File: src/rtl/multicycle_controller.sv
// Multi-cycle RISC-V control FSM: FETCH/DECODE/EXECUTE/MEM/WRITEBACK
// with memory handshake, timeout trap, illegal-opcode trap, retire counter.
module multicycle_controller #(
   parameter int OPCODE_W        = 7,
   parameter int CNT_W           = 32,
   parameter int MEM_TIMEOUT     = 16,
   parameter int TRAP_ON_ILLEGAL = 1
) (
   input  logic                clk,
   input  logic                reset,
   input  logic [OPCODE_W-1:0] opcode,
   input  logic                mem_ready,
   output logic                pc_write,
   output logic                ir_write,
   output logic                alu_src,
   output logic                mem_to_reg,
   output logic                reg_write,
   output logic                mem_read,
   output logic                mem_write,
   output logic [1:0]          alu_op,
   output logic                branch,
   output logic                jal,
   output logic                jalr,
   output logic                halted,
   output logic                trapped,
   output logic [1:0]          trap_cause,
   output logic [2:0]          state,
   output logic [CNT_W-1:0]    instret
);

   typedef enum logic [2:0] {
      S_FETCH     = 3'd0,
      S_DECODE    = 3'd1,
      S_EXECUTE   = 3'd2,
      S_MEM       = 3'd3,
      S_WRITEBACK = 3'd4,
      S_HALTED    = 3'd5,
      S_TRAP      = 3'd6
   } state_e;

   localparam logic [OPCODE_W-1:0] OP_R    = OPCODE_W'(7'b0110011);
   localparam logic [OPCODE_W-1:0] OP_I    = OPCODE_W'(7'b0010011);
   localparam logic [OPCODE_W-1:0] OP_LW   = OPCODE_W'(7'b0000011);
   localparam logic [OPCODE_W-1:0] OP_SW   = OPCODE_W'(7'b0100011);
   localparam logic [OPCODE_W-1:0] OP_BR   = OPCODE_W'(7'b1100011);
   localparam logic [OPCODE_W-1:0] OP_JAL  = OPCODE_W'(7'b1101111);
   localparam logic [OPCODE_W-1:0] OP_JALR = OPCODE_W'(7'b1100111);
   localparam logic [OPCODE_W-1:0] OP_HALT = OPCODE_W'(7'b1111111);

   // Wait counter only ever needs to reach MEM_TIMEOUT-1.
   localparam int WC_W = (MEM_TIMEOUT > 2) ? $clog2(MEM_TIMEOUT) : 1;

   state_e              state_q, state_d;
   logic [OPCODE_W-1:0] op_q, op_d;
   logic [WC_W-1:0]     wait_cnt_q, wait_cnt_d;
   logic [CNT_W-1:0]    instret_q, instret_d;
   logic                halted_q, halted_d;
   logic                trapped_q, trapped_d;
   logic [1:0]          trap_cause_q, trap_cause_d;

   logic retire;
   logic timeout_hit;
   logic op_r, op_i, op_lw, op_sw, op_br, op_jal, op_jalr;
   logic in_known;

   assign op_r    = (op_q == OP_R);
   assign op_i    = (op_q == OP_I);
   assign op_lw   = (op_q == OP_LW);
   assign op_sw   = (op_q == OP_SW);
   assign op_br   = (op_q == OP_BR);
   assign op_jal  = (op_q == OP_JAL);
   assign op_jalr = (op_q == OP_JALR);

   assign in_known = (opcode == OP_R)  || (opcode == OP_I)   ||
                     (opcode == OP_LW) || (opcode == OP_SW)  ||
                     (opcode == OP_BR) || (opcode == OP_JAL) ||
                     (opcode == OP_JALR);

   // mem_ready in the final allowed wait cycle still wins over the trap.
   assign timeout_hit = (MEM_TIMEOUT != 0) && !mem_ready &&
                        (wait_cnt_q == WC_W'(MEM_TIMEOUT - 1));

   assign state      = state_q;
   assign instret    = instret_q;
   assign halted     = halted_q;
   assign trapped    = trapped_q;
   assign trap_cause = trap_cause_q;

   // State register and sticky status, synchronous reset.
   always_ff @(posedge clk) begin
      if (reset) begin
         state_q      <= S_FETCH;
         op_q         <= '0;
         wait_cnt_q   <= '0;
         instret_q    <= '0;
         halted_q     <= 1'b0;
         trapped_q    <= 1'b0;
         trap_cause_q <= 2'b00;
      end else begin
         state_q      <= state_d;
         op_q         <= op_d;
         wait_cnt_q   <= wait_cnt_d;
         instret_q    <= instret_d;
         halted_q     <= halted_d;
         trapped_q    <= trapped_d;
         trap_cause_q <= trap_cause_d;
      end
   end

   // Next-state, strobes and bookkeeping.
   always_comb begin
      state_d      = state_q;
      op_d         = op_q;
      wait_cnt_d   = wait_cnt_q;
      instret_d    = instret_q;
      halted_d     = halted_q;
      trapped_d    = trapped_q;
      trap_cause_d = trap_cause_q;
      retire       = 1'b0;
      pc_write     = 1'b0;
      ir_write     = 1'b0;
      alu_src      = 1'b0;
      mem_to_reg   = 1'b0;
      reg_write    = 1'b0;
      mem_read     = 1'b0;
      mem_write    = 1'b0;
      alu_op       = 2'b00;
      branch       = 1'b0;
      jal          = 1'b0;
      jalr         = 1'b0;

      if (state_q == S_EXECUTE || state_q == S_MEM ||
          state_q == S_WRITEBACK) begin
         alu_src = op_lw | op_sw | op_i | op_jalr;
         unique case (1'b1)
            op_br:        alu_op = 2'b01;
            op_r | op_i:  alu_op = 2'b10;
            op_jalr:      alu_op = 2'b11;
            default:      alu_op = 2'b00;
         endcase
      end

      case (state_q)
         S_FETCH: begin
            mem_read = 1'b1;
            if (mem_ready) begin
               ir_write = 1'b1;
               state_d  = S_DECODE;
            end else if (timeout_hit) begin
               state_d      = S_TRAP;
               trapped_d    = 1'b1;
               trap_cause_d = 2'b10;
            end
         end
         S_DECODE: begin
            op_d = opcode;
            if (in_known) begin
               state_d = S_EXECUTE;
            end else if (opcode == OP_HALT) begin
               state_d  = S_HALTED;
               halted_d = 1'b1;
            end else if (TRAP_ON_ILLEGAL != 0) begin
               state_d      = S_TRAP;
               trapped_d    = 1'b1;
               trap_cause_d = 2'b01;
            end else begin
               retire = 1'b1;
            end
         end
         S_EXECUTE: begin
            if (op_lw || op_sw) begin
               state_d = S_MEM;
            end else if (op_br) begin
               branch = 1'b1;
               retire = 1'b1;
            end else begin
               state_d = S_WRITEBACK;
            end
         end
         S_MEM: begin
            mem_read  = op_lw;
            mem_write = ~op_lw;
            if (mem_ready) begin
               if (op_lw) state_d = S_WRITEBACK;
               else       retire  = 1'b1;
            end else if (timeout_hit) begin
               state_d      = S_TRAP;
               trapped_d    = 1'b1;
               trap_cause_d = 2'b10;
            end
         end
         S_WRITEBACK: begin
            reg_write  = 1'b1;
            mem_to_reg = op_lw;
            jal        = op_jal;
            jalr       = op_jalr;
            retire     = 1'b1;
         end
         S_HALTED, S_TRAP: begin
            state_d = state_q;
         end
         default: state_d = S_FETCH;
      endcase

      if (retire) begin
         pc_write  = 1'b1;
         instret_d = instret_q + 1'b1;
         state_d   = S_FETCH;
      end

      if (state_d != state_q) begin
         wait_cnt_d = '0;
      end else if ((state_q == S_FETCH || state_q == S_MEM) &&
                   !mem_ready) begin
         wait_cnt_d = wait_cnt_q + 1'b1;
      end

      // Reset aborts any in-flight request immediately.
      if (reset) begin
         pc_write   = 1'b0;
         ir_write   = 1'b0;
         alu_src    = 1'b0;
         mem_to_reg = 1'b0;
         reg_write  = 1'b0;
         mem_read   = 1'b0;
         mem_write  = 1'b0;
         alu_op     = 2'b00;
         branch     = 1'b0;
         jal        = 1'b0;
         jalr       = 1'b0;
      end
   end

endmodule
File: config.mk
export PLATFORM = sky130hd
export DESIGN_NAME = multicycle_controller
export DESIGN_NICKNAME = d
export VERILOG_FILES = /design/src/rtl/multicycle_controller.sv
export SDC_FILE = /design/constraint.sdc
export NUM_CORES = 1
export LEC_CHECK = 0
export CAP_MARGIN = 10
export CORE_MARGIN = 5
export CORE_UTILIZATION = 33
export CTS_CLUSTER_DIAMETER = 120
export CTS_CLUSTER_SIZE = 40
export DETAILED_ROUTE_END_ITERATION = 10
export HOLD_SLACK_MARGIN = 0.12
export SLEW_MARGIN = 10
export SYNTH_ARGS = -nofsm -noshare
export SYNTH_HDL_FRONTEND = slang
export SYNTH_SLANG_ARGS = --single-unit
File: constraint.sdc
create_clock -name clk -period 3.11 [get_ports clk]
set_input_delay 0.311 -clock clk [delete_from_list [all_inputs] [get_ports clk]]
set_output_delay 0.311 -clock clk [all_outputs]
set_load 0.1 [all_outputs]
==> results of run 1 <==
==> where the power goes <==
group          total, µW  leakage [µW]  internal [µW]  switching [µW]
Combinational       1180      0.000819            348             828
Sequential           753      0.000405            701            52.5
Clock                368     0.0000438            152             217
Total               2300       0.00127           1200            1100
==> cell usage after synthesis, drive strengths merged, types with 2 or more instances <==
| master | n |
|---|---|
| dfxtp | 50 |
| nor2 | 39 |
| a21oi | 23 |
| nand2 | 16 |
| o21ai | 15 |
| inv | 14 |
| or3 | 14 |
| clkbuf | 13 |
| xnor2 | 13 |
| a211oi | 12 |
| nand4 | 10 |
| mux2i | 9 |
| a2111oi | 8 |
| and4 | 7 |
| nand3 | 7 |
| nor3 | 7 |
| o2111ai | 7 |
| xor2 | 7 |
| buf | 6 |
| nor2b | 5 |
| nor4 | 5 |
| and2 | 4 |
| nand3b | 4 |
| o31ai | 4 |
| a211o | 3 |
| nand2b | 3 |
| or3b | 3 |
| or4 | 3 |
| a21o | 2 |
| a31oi | 2 |
| and3b | 2 |
| ha | 2 |
| or2 | 2 |
==> kinds of logic after synthesis <==
group	after synthesis
mux	10
flops	50
simple gates	134
fa+ha+maj	2
buf+inv	33
compound gates	86
xor+xnor	20
==> flip-flops by register name, indices dropped and copies added (netlist names) <==
| name | cells |
|---|---|
| instret | 32 |
| op_q | 7 |
| wait_cnt_q | 4 |
| state | 3 |
| trap_cause | 2 |
| halted | 1 |
| trapped | 1 |
==> metrics by stage <==
| stage | hold slack, ps | utilization [%] |
|---|---|---|
| after floorplan | 458 | - |
| after global routing | 477 | 44.0 |
| final | 448 | 44.0 |
| after CTS | 452 | 44.0 |
| after detailed placement | 438 | 43.1 |
| after global placement | 439 | 43.1 |
==> critical path: cells and delay by family (launching register included) <==
family | cells | cell delay (ps)
AOI/OAI and AO/OA | 3 | 1210
buffers and inverters | 1 | 280
DFF | 1 | 360
and+or+nand+nor | 2 | 750
==> worst paths after layout <==
kind | to | cells after the start | slack (ps)
max | instret[24] | 6 | 450
min | trapped | 2 | 450
max reg2reg | instret[24] | 6 | 450
min reg2reg | trapped | 2 | 450
==> area by class of cell <==
cell class | count | area, µm²
clock buffer | 5 | 68.8
clock inverter | 2 | 10.0
fill | 844 | 4650
inverter | 14 | 52.6
multi-input combinational | 252 | 1760
sequential | 50 | 1000
tap | 105 | 131
timing repair buffer | 71 | 631
==> per-layer routing <==
metal	global-route usage [%]	vias up
met1	19.2	1295
met3	3.18	7
met5	0	-
met2	24.8	55
li1	-	1367
met4	3.88	0
==> flow_summary.json, run 1 <==
{
  "num_rows": 33,
  "dr.pass1.iters": 4,
  "cellPowerDensity_mw_per_mm2": 629,
  "post-synth-top-area-fraction_pct": 35.3,
  "timing.slew.headroom_pct": 34.9,
  "crit_required_ps": 3360,
  "p_leak_uw": 0.00127,
  "drt-met1-wl_um": 3570,
  "synth-simple-area-share_pct": 26.4,
  "die_h_um": 103,
  "vdd_drop_max_mv": 0.252,
  "drc": 0,
  "cpMaxStageDelayCell": "o41ai_2",
  "seq_area_frac_synth_pct": 35.3,
  "antenna_found_initial": 0,
  "drv_cap": 0,
  "pin_count": 61,
  "cts_buffers": 5,
  "clock_sinks": 50,
  "finalPower_uw": 2300,
  "critical_path.max_fanout": 12,
  "grt_pass1_vias": 2608,
  "area_growth_pct": 28.7,
  "synth_xor_area_share_pct": 6.17,
  "async_flop_share_pct": 0,
  "drt_first_iter_violations": 86,
  "h-tree-depth": 2,
  "grt_max_degree": 30,
  "vias": 2724,
  "min_period_ps": 2660,
  "slew_violations": 0,
  "synth_edf_count": 0,
  "start_util_pct": 34.2,
  "die-area_mm2": 0.0106,
  "drt-vias-per-instance": 5.46,
  "dr_wl_met2_um": 3860,
  "grt_use_total_pct": 14.7,
  "hp-start": "trapped",
  "end_kind": "flop",
  "reg2reg_from": "op_q[4]",
  "rsz0062_at_grt": "no",
  "final_common_cell": "dfxtp_1",
  "tns_ps": 0,
  "final_cell_mix": "49 x dfxtp_1, 46 x buf_4, 37 x nor2_1",
  "met3_length_um": 329,
  "cts.clk_slew.worst_paths_ps": 90,
  "fin_cells": 499,
  "hold_path.class": "reg2reg",
  "dp_cells": 492,
  "outcome": "completed",
  "die_x_um": 103,
  "drt-total-wl_um": 7840,
  "path_class": "reg2reg",
  "synth.avg_cell_area_um2": 8.47,
  "hold_viol_final": 0,
  "yosys_register_bits": 50,
  "synthAdderAreaFrac_pct": 0.881,
  "synth_top_family_by_area": "simple AND/OR/NAND/NOR gates",
  "synthTopCellsByArea": "dfxtp_1 35%, nor2_1 5.0%, a21oi_1 4.1%",
  "drive_gt1_share_pct": 20.3,
  "final-setup-viol-count": 0,
  "clockBufferDepth": 2,
  "grt_pass1_wl_um": 12600,
  "worst_pin_slew_ps": 973,
  "grt_overflow": 0,
  "synth_largest_area_cell": "dfxtp_1",
  "synth_mux_area_share_pct": 3.57,
  "place_area_mm2": 0.00357,
  "start_kind": "flop",
  "place.gp.congestion": 0.864,
  "post-place-ws_ps": 458,
  "cts_setup_buffers": 0,
  "ant_nets": 0,
  "worstPathArrival_ps": 2910,
  "crit_chain": "nand3b_1 > o41ai_2 > buf_4 > o2111ai_1 > or3_1 > a21oi_1",
  "final.setup.worst_slack_ps": 448,
  "yosys_warnings": 0,
  "final_nets": 406,
  "slowest_delay_ps": 720,
  "finalClockSkew_ps": 8.42,
  "post-dp-hpwl_um": 5880,
  "cts_resized": 0,
  "cts_tree": "done",
  "synthesis.area_mm2": 0.00284,
  "synth_fp_nets": 347,
  "routedWlPerCell_um": 15.7,
  "cts_root_buffer": "clkbuf_8",
  "top_layer_used": "met4",
  "clock.fmax_mhz": 376,
  "antenna_cells": 0,
  "synth_compound_area_share_pct": 22.6,
  "synthFlopType": "dfxtp_1",
  "period_share_pct": 85.6,
  "port_buffers": 60,
  "hold_buffers": 0,
  "crit_start": "op_q[4]",
  "synthCells": 335,
  "insertion_delay_ps": 310,
  "yosysUniqueCellTypes": 56,
  "coreArea_mm2": 0.00830,
  "design_area_mm2": 0.00365
}
Note: power is estimated with default switching activity, not from simulation.
==> run 2: changes to the inputs <==
PLACE_DENSITY = 0.55   (was not set)
==> flow_summary.json, run 2 (synthesis gave the netlist of run 1 again) <==
{
  "met3_length_um": 315,
  "grt_max_degree": 32,
  "top_layer_used": "met4",
  "final_nets": 403,
  "clock_sinks": 50,
  "coreArea_mm2": 0.00830,
  "area_growth_pct": 28.1,
  "clock.fmax_mhz": 373,
  "power_switching_uw": 1080,
  "period_share_pct": 86.2,
  "port_buffers": 60,
  "die-area_mm2": 0.0106,
  "drv_cap": 0,
  "antenna_found_initial": 0,
  "path_class": "reg2out",
  "rsz0062_at_grt": "no",
  "crit_required_ps": 2800,
  "finalPower_uw": 2260,
  "ff2ff_path_depth": 5,
  "num_rows": 33,
  "outcome": "completed",
  "clockBufferDepth": 2,
  "cts_root_buffer": "clkbuf_8",
  "timing.slew.headroom_pct": 34.1,
  "cellPowerDensity_mw_per_mm2": 621,
  "crit_start": "state[2]",
  "cts.clk_slew.worst_paths_ps": 100,
  "antenna_cells": 0,
  "dr_wl_met2_um": 3690,
  "die_h_um": 103,
  "seqPwrFrac_pct": 36.1,
  "start_kind": "flop",
  "cts_setup_buffers": 0,
  "drt-vias-per-instance": 5.47,
  "post-dp-hpwl_um": 5630,
  "h-tree-depth": 2,
  "drt_first_iter_violations": 62,
  "vdd_drop_max_mv": 0.454,
  "dr.pass1.iters": 4,
  "die_x_um": 103,
  "vias": 2714,
  "drt-total-wl_um": 7840,
  "cts_resized": 0,
  "largest_register_ffs": 32,
  "cts_buffers": 5,
  "slew_violations": 0,
  "grt_pass1_wl_um": 13000,
  "end_kind": "output pin",
  "ant_nets": 0,
  "worstPathArrival_ps": 2370,
  "power.share.clock_pct": 16.5,
  "final_common_cell": "dfxtp_1",
  "power_frac_comb_pct": 47.4,
  "drc": 0,
  "min_period_ps": 2680,
  "hold_buffers": 0,
  "finalClockSkew_ps": 8.10,
  "routedWlPerCell_um": 15.8,
  "reg2reg_from": "state[0]",
  "grt_use_total_pct": 15.2,
  "final-setup-viol-count": 0,
  "start_util_pct": 34.2,
  "grt_pass1_vias": 2605,
  "multiInputGateArea_mm2": 0.00176,
  "worst_pin_slew_ps": 985,
  "r2r_end": "instret[24]",
  "drt-met1-wl_um": 3750,
  "r2r_setup_slack_ps": 490,
  "drive_gt1_share_pct": 18.4,
  "grt_overflow": 0,
  "p_leak_uw": 0.00124,
  "cts_tree": "done",
  "place_area_mm2": 0.00356,
  "hold_viol_final": 0,
  "insertion_delay_ps": 300,
  "design_area_mm2": 0.00364,
  "crit_path_end": "pc_write",
  "critical_path.max_fanout": 19,
  "pin_count": 61,
  "final_cell_mix": "49 x dfxtp_1, 40 x buf_4, 37 x nor2_1",
  "hold_path.class": "reg2reg",
  "place.gp.congestion": 0.860,
  "intPower_uw": 1180,
  "fill_cells": 810,
  "swShare_pct": 47.6,
  "register_area_mm2": 0.00100
}
==> run 2: worst max-delay path, stage by stage (launching register included) <==
cell      delay, ps
dfxtp_2         590
or3b_1          580
o41ai_2         110
buf_4           260
nor2_8           70
a211oi_4        240
buf_12          210
==> run 2: how the worst min path moves through the flow <==
stage	start	end	slack, ps	cells after the start
final	trapped	trapped	450	2
after global routing	trapped	trapped	500	2
after CTS	trapped	trapped	460	2
after detailed placement	trapped	trapped	440	2
after global placement	trapped	trapped	440	2
after floorplan	opcode[0]	op_q[0]	460	2
==> run 2: power by group through the flow <==
stage / Clock, µW / Combinational, µW / Sequential [µW]
2_1_floorplan: 0 / 672 / 1020
3_3_place_gp: 0 / 1080 / 826
3_5_place_dp: 0 / 1070 / 831
4_1_cts: 388 / 1080 / 816
5_1_grt: 413 / 1140 / 837
6_report: 372 / 1070 / 816
==> run 2: stage by stage <==
stage	utilization, %	instances	hold WS (ps)	setup TNS [ps]	worst slack [ps]
2_1_floorplan	-	335	458	-1900	-446
3_3_place_gp	42.9	489	439	0	491
3_5_place_dp	42.9	489	445	0	442
4_1_cts	43.8	496	458	0	392
5_1_grt	43.8	496	496	0	226
6_report	43.8	496	453	0	430
==> run 2: routing by layer <==
layer,GRT usage (%),up-vias
met2,24.7,58
met3,2.77,8
met5,0,-
met4,3.78,0
li1,-,1356
met1,21.0,1292
==> run 2: area by class of cell <==
class                      count  share of cell area (%)
clock buffer                   7                    2.10
inverter                      14                    1.45
tap                          105                    3.61
sequential                    50                    27.6
timing repair buffer          68                    16.9
multi-input combinational    252                    48.3
==> run 3: changes to the inputs <==
PLACE_DENSITY = not set   (was 0.55)
==> results of run 3 <==
Same layout as run 1: the final DEF is identical, and so are final timing and power.
